File: config.mk
export PLATFORM = sky130hd
export DESIGN_NAME = accel_frame_sequencer
export DESIGN_NICKNAME = d
export VERILOG_FILES = /design/src/rtl/accel_pkg.sv /design/src/rtl/phase_watchdog.sv /design/src/rtl/accel_frame_sequencer.sv
export SDC_FILE = /design/constraint.sdc
export NUM_CORES = 1
export LEC_CHECK = 0
export ABC_AREA = 1
export CAP_MARGIN = 20
export CORE_ASPECT_RATIO = 0.75
export CORE_UTILIZATION = 35
export DETAILED_ROUTE_END_ITERATION = 6
export GPL_TIMING_DRIVEN = 0
export PLACE_DENSITY = 0.52
export SLEW_MARGIN = 20
export SYNTH_ARGS = -nofsm -noshare
export SYNTH_HDL_FRONTEND = slang
export SYNTH_SLANG_ARGS = --single-unit
File: constraint.sdc
create_clock -name clk -period 3.49 [get_ports clk]
set_input_delay 0.5235 -clock clk [delete_from_list [all_inputs] [get_ports clk]]
set_output_delay 0.5235 -clock clk [all_outputs]
set_load 0.05 [all_outputs]
File: src/rtl/accel_pkg.sv
// Shared encodings for the convolution accelerator frame sequencer:
// FSM states, shared image BRAM ownership codes and the default watchdog limit.
package accel_pkg;

   typedef enum logic [2:0] {
      ST_IDLE    = 3'd0,
      ST_CLR     = 3'd1,
      ST_LOAD_K  = 3'd2,
      ST_LOAD_I  = 3'd3,
      ST_COMPUTE = 3'd4,
      ST_READOUT = 3'd5,
      ST_DONE    = 3'd6,
      ST_ERROR   = 3'd7
   } state_e;

   typedef enum logic [1:0] {
      OWN_NONE  = 2'd0,
      OWN_ILOAD = 2'd1,
      OWN_CONV  = 2'd2,
      OWN_READ  = 2'd3
   } bram_owner_e;

   localparam logic [31:0] DEFAULT_TIMEOUT_CYCLES = 32'd500_000_000;

   function automatic logic is_phase_state(input state_e s);
      case (s)
         ST_LOAD_K, ST_LOAD_I, ST_COMPUTE, ST_READOUT: return 1'b1;
         default:                                      return 1'b0;
      endcase
   endfunction

   function automatic bram_owner_e owner_for(input state_e s);
      case (s)
         ST_LOAD_I:  return OWN_ILOAD;
         ST_COMPUTE: return OWN_CONV;
         ST_READOUT: return OWN_READ;
         default:    return OWN_NONE;
      endcase
   endfunction

endpackage

File: src/rtl/phase_watchdog.sv
// Loadable phase watchdog: counts enabled cycles since the last clear and flags
// expiry when the count reaches limit-1; a limit of zero disables expiry.
module phase_watchdog #(
   parameter int W = 32
) (
   input  logic         clk,
   input  logic         reset,
   input  logic         clear,
   input  logic         enable,
   input  logic [W-1:0] limit,
   output logic         expire
);

   localparam logic [W-1:0] ONE = W'(1);

   logic [W-1:0] count_q;
   logic [W-1:0] count_d;

   // next count: clear wins over increment
   always_comb begin
      count_d = count_q;
      if (clear) begin
         count_d = '0;
      end else if (enable) begin
         count_d = count_q + ONE;
      end else begin
         count_d = count_q;
      end
   end

   // count register
   always_ff @(posedge clk or posedge reset) begin
      if (reset) begin
         count_q <= '0;
      end else begin
         count_q <= count_d;
      end
   end

   assign expire = enable && (limit != '0) && (count_q == (limit - ONE));

endmodule

File: src/rtl/accel_frame_sequencer.sv
// Frame phase controller: clear, kernel load, image load, convolution and
// readout, with per-phase watchdog, abort handling and shared BRAM ownership.
module accel_frame_sequencer
   import accel_pkg::*;
#(
   parameter int                   TIMEOUT_W      = 32,
   parameter logic [TIMEOUT_W-1:0] TIMEOUT_CYCLES = TIMEOUT_W'(DEFAULT_TIMEOUT_CYCLES),
   parameter int                   FRAME_CNT_W    = 16
) (
   input  logic                   clk,
   input  logic                   reset,
   input  logic                   go,
   input  logic                   keep_kernel,
   input  logic                   abort,
   input  logic                   kload_done,
   input  logic                   iload_done,
   input  logic                   conv_done,
   input  logic                   read_done,
   output logic                   kload_start,
   output logic                   iload_start,
   output logic                   conv_start,
   output logic                   read_start,
   output logic                   eng_clear,
   output logic [1:0]             bram_owner,
   output logic [2:0]             phase,
   output logic                   busy,
   output logic                   frame_done,
   output logic                   error,
   output logic [FRAME_CNT_W-1:0] frame_count
);

   state_e state_q, state_d;
   logic   first_q, first_d;
   logic   skip_q, skip_d;
   logic   aborted_q, aborted_d;
   logic   kernel_valid_q, kernel_valid_d;
   logic   error_q, error_d;

   logic                   kload_start_q, kload_start_d;
   logic                   iload_start_q, iload_start_d;
   logic                   conv_start_q, conv_start_d;
   logic                   read_start_q, read_start_d;
   logic                   eng_clear_q, eng_clear_d;
   logic [1:0]             bram_owner_q, bram_owner_d;
   logic                   busy_q, busy_d;
   logic                   frame_done_q, frame_done_d;
   logic [FRAME_CNT_W-1:0] frame_count_q, frame_count_d;

   logic   eng_done_s;
   state_e next_phase_s;
   logic   entering_s;
   logic   wd_expire_s;

   assign entering_s = (state_d != state_q);

   phase_watchdog #(
      .W (TIMEOUT_W)
   ) u_watchdog (
      .clk    (clk),
      .reset  (reset),
      .clear  (entering_s),
      .enable (is_phase_state(state_q)),
      .limit  (TIMEOUT_CYCLES),
      .expire (wd_expire_s)
   );

   // done flag and successor of the current phase state
   always_comb begin
      eng_done_s   = 1'b0;
      next_phase_s = ST_IDLE;
      case (state_q)
         ST_LOAD_K: begin
            eng_done_s   = kload_done;
            next_phase_s = ST_LOAD_I;
         end
         ST_LOAD_I: begin
            eng_done_s   = iload_done;
            next_phase_s = ST_COMPUTE;
         end
         ST_COMPUTE: begin
            eng_done_s   = conv_done;
            next_phase_s = ST_READOUT;
         end
         ST_READOUT: begin
            eng_done_s   = read_done;
            next_phase_s = ST_DONE;
         end
         default: begin
            eng_done_s   = 1'b0;
            next_phase_s = ST_IDLE;
         end
      endcase
   end

   // next-state logic; abort outranks done, done outranks the watchdog
   always_comb begin
      state_d        = state_q;
      skip_d         = skip_q;
      aborted_d      = aborted_q;
      kernel_valid_d = kernel_valid_q;
      error_d        = error_q;
      case (state_q)
         ST_IDLE, ST_ERROR: begin
            if (go && !(state_q == ST_ERROR && abort)) begin
               skip_d    = keep_kernel & kernel_valid_q;
               error_d   = 1'b0;
               aborted_d = 1'b0;
               state_d   = ST_CLR;
            end else begin
               state_d = state_q;
            end
         end
         ST_CLR: begin
            if (first_q) begin
               state_d = ST_CLR;
            end else if (aborted_q) begin
               state_d = ST_IDLE;
            end else if (skip_q) begin
               state_d = ST_LOAD_I;
            end else begin
               state_d = ST_LOAD_K;
            end
         end
         ST_LOAD_K, ST_LOAD_I, ST_COMPUTE, ST_READOUT: begin
            // first cycle in a phase masks done flags left over from earlier work
            if (abort) begin
               state_d        = ST_CLR;
               aborted_d      = 1'b1;
               kernel_valid_d = (state_q == ST_LOAD_K) ? 1'b0 : kernel_valid_q;
            end else if (eng_done_s && !first_q) begin
               state_d        = next_phase_s;
               kernel_valid_d = (state_q == ST_LOAD_K) ? 1'b1 : kernel_valid_q;
            end else if (wd_expire_s) begin
               state_d        = ST_ERROR;
               error_d        = 1'b1;
               kernel_valid_d = (state_q == ST_LOAD_K) ? 1'b0 : kernel_valid_q;
            end else begin
               state_d = state_q;
            end
         end
         ST_DONE: begin
            state_d = ST_IDLE;
         end
         default: begin
            state_d = ST_IDLE;
         end
      endcase
   end

   // output values computed from the state being entered so they register on the same edge
   always_comb begin
      first_d       = entering_s;
      kload_start_d = entering_s && (state_d == ST_LOAD_K);
      iload_start_d = entering_s && (state_d == ST_LOAD_I);
      conv_start_d  = entering_s && (state_d == ST_COMPUTE);
      read_start_d  = entering_s && (state_d == ST_READOUT);
      eng_clear_d   = (state_d == ST_CLR) || (entering_s && (state_d == ST_ERROR));
      bram_owner_d  = owner_for(state_d);
      busy_d        = !((state_d == ST_IDLE) || (state_d == ST_ERROR));
      frame_done_d  = entering_s && (state_d == ST_DONE);
      if (frame_done_d) begin
         frame_count_d = frame_count_q + FRAME_CNT_W'(1);
      end else begin
         frame_count_d = frame_count_q;
      end
   end

   // state and output registers
   always_ff @(posedge clk or posedge reset) begin
      if (reset) begin
         state_q        <= ST_IDLE;
         first_q        <= 1'b0;
         skip_q         <= 1'b0;
         aborted_q      <= 1'b0;
         kernel_valid_q <= 1'b0;
         error_q        <= 1'b0;
         kload_start_q  <= 1'b0;
         iload_start_q  <= 1'b0;
         conv_start_q   <= 1'b0;
         read_start_q   <= 1'b0;
         eng_clear_q    <= 1'b0;
         bram_owner_q   <= OWN_NONE;
         busy_q         <= 1'b0;
         frame_done_q   <= 1'b0;
         frame_count_q  <= '0;
      end else begin
         state_q        <= state_d;
         first_q        <= first_d;
         skip_q         <= skip_d;
         aborted_q      <= aborted_d;
         kernel_valid_q <= kernel_valid_d;
         error_q        <= error_d;
         kload_start_q  <= kload_start_d;
         iload_start_q  <= iload_start_d;
         conv_start_q   <= conv_start_d;
         read_start_q   <= read_start_d;
         eng_clear_q    <= eng_clear_d;
         bram_owner_q   <= bram_owner_d;
         busy_q         <= busy_d;
         frame_done_q   <= frame_done_d;
         frame_count_q  <= frame_count_d;
      end
   end

   assign kload_start = kload_start_q;
   assign iload_start = iload_start_q;
   assign conv_start  = conv_start_q;
   assign read_start  = read_start_q;
   assign eng_clear   = eng_clear_q;
   assign bram_owner  = bram_owner_q;
   assign phase       = state_q;
   assign busy        = busy_q;
   assign frame_done  = frame_done_q;
   assign error       = error_q;
   assign frame_count = frame_count_q;

endmodule
==> report_table.html <==
<table>
<tr><th>Metric</th><th>Value</th></tr>
<tr><th colspan="2">Critical path</th></tr>
<tr><td>Type of destination of the critical path</td><td>register</td></tr>
<tr><td>Critical path startpoint category</td><td>register</td></tr>
<tr><td>Max Fanout on Critical Path</td><td>10</td></tr>
<tr><td>Sum of buffers and inverters on the critical path</td><td>2</td></tr>
<tr><td>CP max-delay cell</td><td>sky130_fd_sc_hd__dfrtp_1</td></tr>
<tr><td>Critical path origin</td><td>u_watchdog.count_q[0]</td></tr>
<tr><td>Critical path's most frequent cell</td><td>sky130_fd_sc_hd__nand2_1</td></tr>
<tr><td>Worst R2R Setup Slack</td><td>1.19 ns</td></tr>
<tr><td>Data arrival time of the critical path</td><td>2.53 ns</td></tr>
<tr><td>CP Cell Sequence</td><td>ha_1 -&gt; nand2_1 -&gt; nor2_2 -&gt; nand2_1 -&gt; nor2_1 -&gt; nand3_2 -&gt; nand3_1 -&gt; nand3_2 -&gt; nand3_2 -&gt; inv_2 -&gt; nor2_4 -&gt; nand2_2 -&gt; buf_2 -&gt; nand2_1 -&gt; nand2_1</td></tr>
<tr><td>Reg2reg path depth</td><td>15</td></tr>
<tr><td>Largest delay share family, worst path</td><td>simple AND/OR/NAND/NOR gates</td></tr>
<tr><td>Crit Reg-Reg Endpoint</td><td>frame_count[3]</td></tr>
<tr><td>Reg-to-reg startpoint</td><td>u_watchdog.count_q[0]</td></tr>
<tr><td>Delay of the slowest critical-path stage</td><td>0.38 ns</td></tr>
<tr><td>Critical path class</td><td>reg -&gt; reg</td></tr>
<tr><td>Req. time, crit path</td><td>3.71 ns</td></tr>
<tr><th colspan="2">Run</th></tr>
<tr><td>Maximum Capacitance Violations</td><td>0</td></tr>
<tr><th colspan="2">Yosys</th></tr>
<tr><td>Area share of the leading cell type in the synthesized netlist</td><td>41.6%</td></tr>
<tr><td>Top FF cell, synth</td><td>sky130_fd_sc_hd__dfrtp_1</td></tr>
<tr><td>Sequential-to-total area share from yosys stat</td><td>41.6%</td></tr>
<tr><td>Leading area contributor after synthesis</td><td>sky130_fd_sc_hd__dfrtp_1</td></tr>
<tr><td>Cell with the most instances after synthesis</td><td>sky130_fd_sc_hd__nand2_1</td></tr>
<tr><td>Syn Std Cell Area</td><td>0.00391 mm²</td></tr>
<tr><td>Cell count after synthesis</td><td>511</td></tr>
<tr><td>Yosys synthesis warning count</td><td>0</td></tr>
<tr><td>Most frequent cells after synthesis</td><td>137 x sky130_fd_sc_hd__nand2_1, 65 x sky130_fd_sc_hd__dfrtp_1, 58 x sky130_fd_sc_hd__inv_1</td></tr>
<tr><td>Flip-flop and latch count after synthesis</td><td>65</td></tr>
<tr><td>Synthesized area divided by synthesized cell count</td><td>7.64 µm²</td></tr>
<tr><td>EDFF count, synth</td><td>0</td></tr>
<tr><td>Async SR Flop Fraction</td><td>100%</td></tr>
<tr><td>Number of unique standard cell types used by synthesis</td><td>30</td></tr>
<tr><td>Cell types with the largest area share after synthesis</td><td>sky130_fd_sc_hd__dfrtp_1 42%, sky130_fd_sc_hd__nand2_1 13%, sky130_fd_sc_hd__nor2_2 5.8%</td></tr>
<tr><td>Net Count, Synth</td><td>522</td></tr>
<tr><th colspan="2">Timing</th></tr>
<tr><td>Pin slew with the least headroom to its limit</td><td>0.537 ns</td></tr>
<tr><td>Setup-violating endpoint count in the final report</td><td>0</td></tr>
<tr><td>Tightest hold margin</td><td>0.478 ns</td></tr>
<tr><td>Fraction of the cycle the final worst path needs</td><td>66.0%</td></tr>
<tr><td>Final hold vios</td><td>0</td></tr>
<tr><td>Worst Clk Skew</td><td>0.00825 ns</td></tr>
<tr><td>Setup_tns</td><td>0 ns</td></tr>
<tr><td>Shortest clock period the worst path allows after layout</td><td>2.30 ns</td></tr>
<tr><td>Highest Clock Rate</td><td>434 MHz</td></tr>
<tr><td>Worst relative slew slack</td><td>64.2%</td></tr>
<tr><td>RSZ-0062 raised after global routing</td><td>false</td></tr>
<tr><td>Max-slew violations</td><td>0</td></tr>
<tr><th colspan="2">Clock tree</th></tr>
<tr><td>H-Tree Level Count</td><td>3</td></tr>
<tr><td>Max Buffers Root-to-Sink</td><td>2</td></tr>
<tr><td>Clock latency on the worst-skew pair</td><td>0.33 ns</td></tr>
<tr><td>Postcts setup bufs</td><td>0</td></tr>
<tr><td>CTS tree</td><td>done</td></tr>
<tr><td>Root buf cell</td><td>sky130_fd_sc_hd__clkbuf_16</td></tr>
<tr><td>Post-CTS sizing</td><td>0</td></tr>
<tr><td>Clock-pin slew on the worst setup and hold paths</td><td>0.06 ns</td></tr>
<tr><td>TritonCTS Buffers</td><td>9</td></tr>
<tr><td>Cts-stage hold buffer count</td><td>0</td></tr>
<tr><td>Number of clock sinks seen by CTS</td><td>65</td></tr>
<tr><th colspan="2">Global routing</th></tr>
<tr><td>Maximum number of pins on one net before global-route repair</td><td>46</td></tr>
<tr><td>Wire length of the first global-routing pass</td><td>15.2 mm</td></tr>
<tr><td>GR Overflow Total</td><td>0</td></tr>
<tr><td>Global-route usage over all layers</td><td>17.4%</td></tr>
<tr><td>Number of antenna violations at the first check in global routing</td><td>0</td></tr>
<tr><td>Number of global-route vias before repair</td><td>3,159</td></tr>
<tr><th colspan="2">Floorplan</th></tr>
<tr><td>Number of top-level design ports</td><td>38</td></tr>
<tr><td>Floorplan row count</td><td>33</td></tr>
<tr><td>Starting density of the core</td><td>35.8%</td></tr>
<tr><td>Chip width</td><td>124 µm</td></tr>
<tr><td>Die Span Y</td><td>93.5 µm</td></tr>
<tr><td>Area of the die</td><td>0.0116 mm²</td></tr>
<tr><td>Core box area</td><td>0.0109 mm²</td></tr>
<tr><th colspan="2">Detailed routing</th></tr>
<tr><td>Total wirelength of the detailed-routed design</td><td>8.85 mm</td></tr>
<tr><td>Number of vias per cell after detailed routing</td><td>4.64</td></tr>
<tr><td>Vias</td><td>3,269</td></tr>
<tr><td>Remaining routing DRC violations</td><td>0</td></tr>
<tr><td>Routed wire per std cell</td><td>12.6 µm</td></tr>
<tr><td>Post-route antenna net violation count</td><td>0</td></tr>
<tr><td>Number of iterations in the first detailed-routing pass</td><td>4</td></tr>
<tr><td>DRC marker count from the first detailed-route iteration</td><td>201</td></tr>
<tr><th colspan="2">Power and ir drop</th></tr>
<tr><td>Power per cell area</td><td>607 mW/mm²</td></tr>
<tr><td>Total power</td><td>2.92 mW</td></tr>
<tr><td>Peak ir drop on the vdd network</td><td>0.270 mV</td></tr>
<tr><td>Pleak</td><td>2.07 nW</td></tr>
<tr><th colspan="2">Placement</th></tr>
<tr><td>Detailed placement HPWL</td><td>6.50 mm</td></tr>
<tr><td>Count of input and output buffers</td><td>37</td></tr>
<tr><td>RePlAce Congestion</td><td>0.887</td></tr>
<tr><th colspan="2">Min path</th></tr>
<tr><td>Tightest Hold Check Type</td><td>reg -&gt; reg</td></tr>
<tr><td>Number of stages on the worst hold path</td><td>2</td></tr>
<tr><td>Destination of the worst hold path</td><td>error</td></tr>
<tr><td>HP Start</td><td>error</td></tr>
<tr><th colspan="2">Status</th></tr>
<tr><td>Status</td><td>finished clean</td></tr>
<tr><th colspan="2">Finish</th></tr>
<tr><td>Antenna diode count</td><td>0</td></tr>
<tr><td>Layout cells sized above 1</td><td>15.2%</td></tr>
<tr><td>Area added between synthesis and finish</td><td>22.9%</td></tr>
<tr><td>Net count, final</td><td>571</td></tr>
</table>
-- per-stage QoR --
| stage | area (µm²) | setup slack [ns] | std cells | util (%) |
|---|---|---|---|---|
| floorplan | 3910 | 1.28 | 511 | - |
| global placement | 4450 | 0.0769 | 688 | 40.8 |
| detailed placement | 4480 | 1.00 | 689 | 41.1 |
| CTS | 4800 | 1.14 | 704 | 44.0 |
| global route | 4800 | 0.853 | 704 | 44.0 |
| finish | 4800 | 1.19 | 704 | 44.0 |
-- where the power goes --
group | switching [mW] | internal [mW]
Clock | 0.323 | 0.639
Combinational | 0.797 | 0.327
Sequential | 0.0217 | 0.808
Total | 1.14 | 1.77
-- state kept, by name, summed over array words and instances, names as in the netlist, 2 cells and up --
| signal | count |
|---|---|
| phase | 3 |
| frame_count | 16 |
| bram_owner | 2 |
| u_watchdog.count_q | 32 |
-- metal layers --
metal  track usage (%)  routed length (µm)  vias to the layer above
met5                 0                   0                        -
met4              6.05                 140                        0
met3              4.27                 338                        9
met2              24.8                3650                       46
met1              25.3                4720                     1507
li1                  -                   -                     1707
-- cell families (layout without fill, tap and decap cells) --
logic type / after synthesis / after routing / synth area share [%]
and+or+nand+nor: 312 / 312 / 38.4
buffers and inverters: 75 / 128 / 8.33
DFF: 65 / 65 / 41.6
xor gates and xnor gates: 36 / 36 / 8.07
AOI/OAI and AO/OA: 20 / 20 / 2.69
adders and majority gates: 2 / 2 / 0.641
muxes: 1 / 1 / 0.256
-- layout by cell type, fill, tap and decap left out, types with 2 or more instances in the layout --
cell type / instances
sky130_fd_sc_hd__nor2_4: 3
sky130_fd_sc_hd__ha_1: 2
sky130_fd_sc_hd__xnor2_1: 13
sky130_fd_sc_hd__inv_2: 5
sky130_fd_sc_hd__nand4_1: 16
sky130_fd_sc_hd__bufinv_16: 2
sky130_fd_sc_hd__buf_2: 2
sky130_fd_sc_hd__clkbuf_16: 9
sky130_fd_sc_hd__a21oi_1: 4
sky130_fd_sc_hd__xor2_1: 23
sky130_fd_sc_hd__o21ai_1: 5
sky130_fd_sc_hd__nand3_4: 2
sky130_fd_sc_hd__nor2_1: 44
sky130_fd_sc_hd__nand2_1: 137
sky130_fd_sc_hd__clkdlybuf4s50_1: 37
sky130_fd_sc_hd__buf_6: 4
sky130_fd_sc_hd__o21ai_0: 9
sky130_fd_sc_hd__buf_4: 3
sky130_fd_sc_hd__nor2_2: 36
sky130_fd_sc_hd__nand3_1: 40
sky130_fd_sc_hd__nand2_2: 7
sky130_fd_sc_hd__clkbuf_1: 3
sky130_fd_sc_hd__nor4_1: 6
sky130_fd_sc_hd__nor3_1: 14
sky130_fd_sc_hd__inv_1: 57
sky130_fd_sc_hd__nand3_2: 4
sky130_fd_sc_hd__clkinvlp_4: 2
sky130_fd_sc_hd__dfrtp_1: 65
-- worst max-delay path by stage --
stage / endpoint / slack [ns] / cells past startpoint
after CTS: frame_count[3] / 1.14 / 15
final: frame_count[3] / 1.19 / 15
after global routing: read_start / 0.85 / 14
after detailed placement: read_start / 1.00 / 14
after floorplan: frame_count[2] / 1.28 / 13
after global placement: u_watchdog.count_q[15] / 0.08 / 2
-- tightest hold or removal path, cell delays in order (launching register included) --
cell,delay [ns]
sky130_fd_sc_hd__dfrtp_1,0.34
sky130_fd_sc_hd__nand2_1,0.06
sky130_fd_sc_hd__nand2_1,0.05
-- cell type report --
cell class	instances	area [µm²]
well taps	140	175
repair buffers	38	398
fillers	1109	6100
inverters	63	239
clock buffers	10	239
multi-input cells	371	1950
flip-flops and latches	65	1630
plain buffers	12	88.8
clock inverters	5	80.1
Note: power is estimated with default switching activity, not from simulation.
==> RTL change 1: new RTL, same settings <==
Reset style: synchronous (`reset`), changed in 2 clocked blocks.
--- a/src/rtl/phase_watchdog.sv
+++ b/src/rtl/phase_watchdog.sv
@@ -29,7 +29,7 @@
    end
 
    // count register
-   always_ff @(posedge clk or posedge reset) begin
+   always_ff @(posedge clk) begin
       if (reset) begin
          count_q <= '0;
       end else begin
--- a/src/rtl/accel_frame_sequencer.sv
+++ b/src/rtl/accel_frame_sequencer.sv
@@ -166,7 +166,7 @@
    end
 
    // state and output registers
-   always_ff @(posedge clk or posedge reset) begin
+   always_ff @(posedge clk) begin
       if (reset) begin
          state_q        <= ST_IDLE;
          first_q        <= 1'b0;
Behaviour: differs if reset is asserted again (counterexample within 4 cycles, from zero or initial values and one cycle with reset high); with reset held inactive, the same outputs for 10 cycles.
==> RTL change 1 against the original RTL <==
Design area fell by 6.4%; sequential cell count did not move; setup slack improved by 50 ps; routed wire length rose by 5.2%; synthesized area fell by 6.2%; critical path type unchanged; critical endpoint is now u_watchdog.count_q[29].
Power is not compared: it rests on default switching activity, and its combinational part moved more than twofold at a synthesized area within 25%.
==> RTL change 1: results (changes against the original RTL) <==
* Vias in the first global route at 3,208 (was 3,159)
* Routability Congestion at 0.881 (was 0.887)
* Resized cells post-CTS at 0 (unchanged)
* Slew HR at 52.4% (was 64.2%)
* Initial antenna violation count at 0 (unchanged)
* Drt first pass iters at 5 (was 4)
* Global-route wire length before repair at 15,900 um (was 15,200 um)
* Clock Skews at 6.07 ps (was 8.25 ps)
* Leak Pwr at 0.00165 uW
* Period utilization at 64.6% (was 66.0%)
* Vias per cell at 4.83 (was 4.64)
* Wire length per cell at 13.4 um (was 12.6 um)
* Setup WS pre-CTS at 1020 ps (was 1000 ps)
* Status: complete, no violations (unchanged)
* Nets@finish at 566 (was 571)
* H-tree levels at 3 (unchanged)
* Largest net degree at the start of global routing at 12 (was 46)
* Max VDD drop at 207 uV
* Syn nets at 518 (was 522)
* Setup repair bufs after CTS at 0 (unchanged)
* Crit-path max FO at 4 (was 10)
* Share of post-route cells with drive strength above 1 at 15.5% (was 15.2%)
* Largest cells by area after synthesis: dfxtp_1 (36%), nand2_1 (10%), xor2_1 (8.4%), nor2_1 (6.1%), inv_1 (5.5%) (was dfrtp_1 (42%), nand2_1 (13%), nor2_2 (5.8%), inv_1 (5.6%), xor2_1 (5.2%))
* Synth top cells by count: nand2_1 (100), dfxtp_1 (65), nor2_1 (60), inv_1 (54), xor2_1 (35) (was nand2_1 (137), dfrtp_1 (65), inv_1 (58), nor2_1 (44), nand3_1 (40))
* CTS root buf: clkbuf_16 (unchanged)
* Seq/Total Area, Yosys at 35.5% (was 41.6%)
* N_diodes at 0 (unchanged)
* Latest clock arrival within the worst-skew pair at 330 ps (about the same)
* Most flops, register: u_watchdog.count_q (unchanged)
* Post-place instance area at 0.00420 sq mm (was 0.00448 sq mm)
* Main synth FF type: dfxtp_1 (was dfrtp_1)
* Initial drt markers at 235 (was 201)
* Psw at 542 uW
* Count of cell types in the netlist at 33 (was 30)
* Max reg flops at 32 (unchanged)
* Clock transition at path regs at 50 ps
* DP Cell Count at 676 (was 689)
* Estimated wirelength of the detail-placed design at 6990 um (was 6500 um)
* Ys Warns at 0 (unchanged)
* Total GRT Usage at 18.7% (was 17.4%)
* PortBufs at 37 (unchanged)
* Via count at 3,339 (was 3,269)
* Flop2flop setup slack at 1240 ps (was 1190 ps)
* Avg Cell Area, Syn at 7.23 sq um (was 7.64 sq um)
* Num CTS Buffers at 9 (unchanged)
* Async S/R FF share, synth at 0% (was 100%)
RTL change 1: cell types whose count changed after synthesis, moves of 5 or more:
cell     unedited run  this run
xor2_1             23        35
nand2_1           137       100
nand3_1            40        26
a21oi_1             4        25
xnor2_1            13         7
dfrtp_1            65         0
dfxtp_1             0        65
nand4_1            16        29
o21ai_0             9         4
o21ai_1             5         0
nor2_1             44        60
RTL change 1: through the flow:
stage	util [%]	hold slack, ps
after floorplan	-	454
after global placement	42.5	464
after detailed placement	42.5	466
after CTS	45.5	477
after global routing	45.5	523
final	45.5	474
RTL change 1: per-layer routing:
| layer | track usage (%) | vias up | share of wire (%) |
|---|---|---|---|
| met5 | 0 | - | 0 |
| met4 | 6.46 | 0 | 1.5 |
| met3 | 4.55 | 13 | 4.5 |
| met2 | 24.5 | 75 | 38 |
| met1 | 28.7 | 1522 | 56 |
| li1 | - | 1729 | - |
RTL change 1: worst paths after layout:
check | endpoint | depth (start not counted) | from
max | u_watchdog.count_q[29] | 9 | u_watchdog.count_q[3]
min | error | 2 | error
max reg2reg | u_watchdog.count_q[29] | 9 | u_watchdog.count_q[3]
min reg2reg | error | 2 | error
RTL change 1: final cells by class:
cell class / instances / area (sq um)
Timing Repair Buffer: 37 / 370
Clock buffer: 10 / 239
Clock inverter: 6 / 57.6
Multi-Input combinational cell: 370 / 2040
Inverter: 59 / 224
Buffer: 13 / 100
Tap cell: 132 / 165
Fill cell: 1014 / 5400
Sequential cell: 65 / 1300
RTL change 1: power by group through the flow:
stage / Combinational [uW] / Sequential [uW] / Clock [uW]
floorplan: 178 / 813 / 0
global placement: 291 / 781 / 0
detailed placement: 289 / 781 / 0
CTS: 291 / 766 / 920
global route: 318 / 767 / 948
finish: 290 / 766 / 894
RTL change 1: cell families after synthesis:
logic type	after synthesis	share of synthesized area [%]
DFF	65	35.5
xor gates and xnor gates	42	10.0
adders and majority gates	2	0.683
muxes	1	0.273
AOI/OAI and AO/OA	36	5.74
and+or+nand+nor	289	38.9
buffers and inverters	72	8.85
RTL change 1: worst max-delay path, stage by stage (launching register included):
cell     delay (ps)
dfxtp_1         360
nand2_1         110
nor2_1          120
nand2_1          80
nor3_2          270
nand2_1         150
nor4_1          560
nand3_1         220
xor2_1          220
nor2_2           50
==> RTL change 2: new RTL, config.mk and constraints unchanged <==
Made on the original files. The parameter `FRAME_CNT_W` goes from 16 to 32.
--- a/src/rtl/accel_frame_sequencer.sv
+++ b/src/rtl/accel_frame_sequencer.sv
@@ -5,7 +5,7 @@
 #(
    parameter int                   TIMEOUT_W      = 32,
    parameter logic [TIMEOUT_W-1:0] TIMEOUT_CYCLES = TIMEOUT_W'(DEFAULT_TIMEOUT_CYCLES),
-   parameter int                   FRAME_CNT_W    = 16
+   parameter int                   FRAME_CNT_W    = 32
 ) (
    input  logic                   clk,
    input  logic                   reset,
Ports: changed (resized frame_count); port bits go from 38 to 54. No check against the original RTL was run, so the function may have changed too.
==> RTL change 2 against the original RTL <==
Setup slack worse by 360 ps; first-iteration DRC count grew 50%; critical endpoint is now frame_count[2]; routed wire length is 36% higher; non-clock buffer count is 18 higher; global-route usage is 1.4 points higher; largest cell class unchanged; power increased by 6.4%; synthesized area is 22% higher; sequential cell count increased by 16; design area rose by 21%; clock skew decreased by 2.8 ps; maximum frequency decreased by 14%.
==> RTL change 2: results (changes against the original RTL) <==
* Status: complete, no violations (unchanged)
* Initial drt markers at 302 (was 201)
* Estimated wirelength of the detail-placed design at 9290 um (was 6500 um)
* Crit path capture: frame_count[2] (was frame_count[3])
* Via count at 4,240 (was 3,269)
* PortBufs at 53 (was 37)
* Fillers at 1,382 (was 1,109)
* Syn nets at 648 (was 522)
* Seq/Total Area, Yosys at 42.5% (was 41.6%)
* Routability Congestion at 0.959 (was 0.887)
* Hold-critical path endpoint: kernel_valid_q (was error)
* Largest net degree at the start of global routing at 50 (was 46)
* Max VDD drop at 473 uV (was 270 uV)
* Wire length per cell at 13.7 um (was 12.6 um)
* Clock Skews at 5.48 ps (was 8.25 ps)
* Synth Instances at 637 (was 511)
* Share of post-route cells with drive strength above 1 at 8.09% (was 15.2%)
* Nets@finish at 713 (was 571)
* Total GRT Usage at 18.8% (was 17.4%)
* Max incr delay on CP at 400 ps (was 380 ps)
* DP Cell Count at 862 (was 689)
* Leak Pwr at 0.00265 uW (was 0.00207 uW)
* Vias in the first global route at 4,013 (was 3,159)
* Slew HR at 66.4% (was 64.2%)
* Min-delay src: kernel_valid_q (was error)
* Drt first pass iters at 5 (was 4)
* Post-place instance area at 0.00555 sq mm (was 0.00448 sq mm)
* Count of cell types in the netlist at 32 (was 30)
[RTL change 2: changes by cell type in the layout (fill, tap and decap cells not counted), sizes merged, moves of 17 or more]
cell	delta
xor2	+29
o21ai	+24
nor3	+17
nand2	+37
nand3	-17
[RTL change 2: critical path, delay by kind of cell, from the launching register on]
family                   cells  cell delay [ps]
AO/OA/AOI/OAI                1              110
adder cells (fa/ha/maj)      1              200
buffers and inverters        2              320
flip-flops                   1              400
AND/OR/NAND/NOR              9             1510
[RTL change 2: routing by layer]
metal / vias up / global-route usage [%] / part of all wire (%)
met3: 9 / 4.62 / 5.2
met2: 95 / 25.2 / 39
li1: 2136 / - / -
met1: 2000 / 29.4 / 55
met5: - / 0 / 0
met4: 0 / 4.82 / 1.0
[RTL change 2: power by group]
group          leakage, uW  switching [uW]  internal, uW
Clock             0.000144             366           562
Sequential         0.00105            59.3          1010
Combinational      0.00145             771           335
[RTL change 2: cells by family (layout without fill, tap and decap cells)]
logic type | count (synthesis) | count (layout) | synth area share, %
AND/OR/NAND/NOR | 363 | 363 | 33.4
buffers and inverters | 87 | 155 | 7.92
flip-flops | 81 | 81 | 42.5
XOR/XNOR | 58 | 58 | 10.6
AO/OA/AOI/OAI | 45 | 45 | 4.88
adder cells (fa/ha/maj) | 2 | 2 | 0.524
multiplexers | 1 | 1 | 0.210
[RTL change 2: final cells by class]
type,instances,area share (%)
multi-input combinational,469,40.6
buffer,14,1.74
clock inverter,4,0.773
tap,171,3.67
inverter,73,4.79
timing repair buffer,54,9.57
sequential,81,34.8
clock buffer,10,4.10
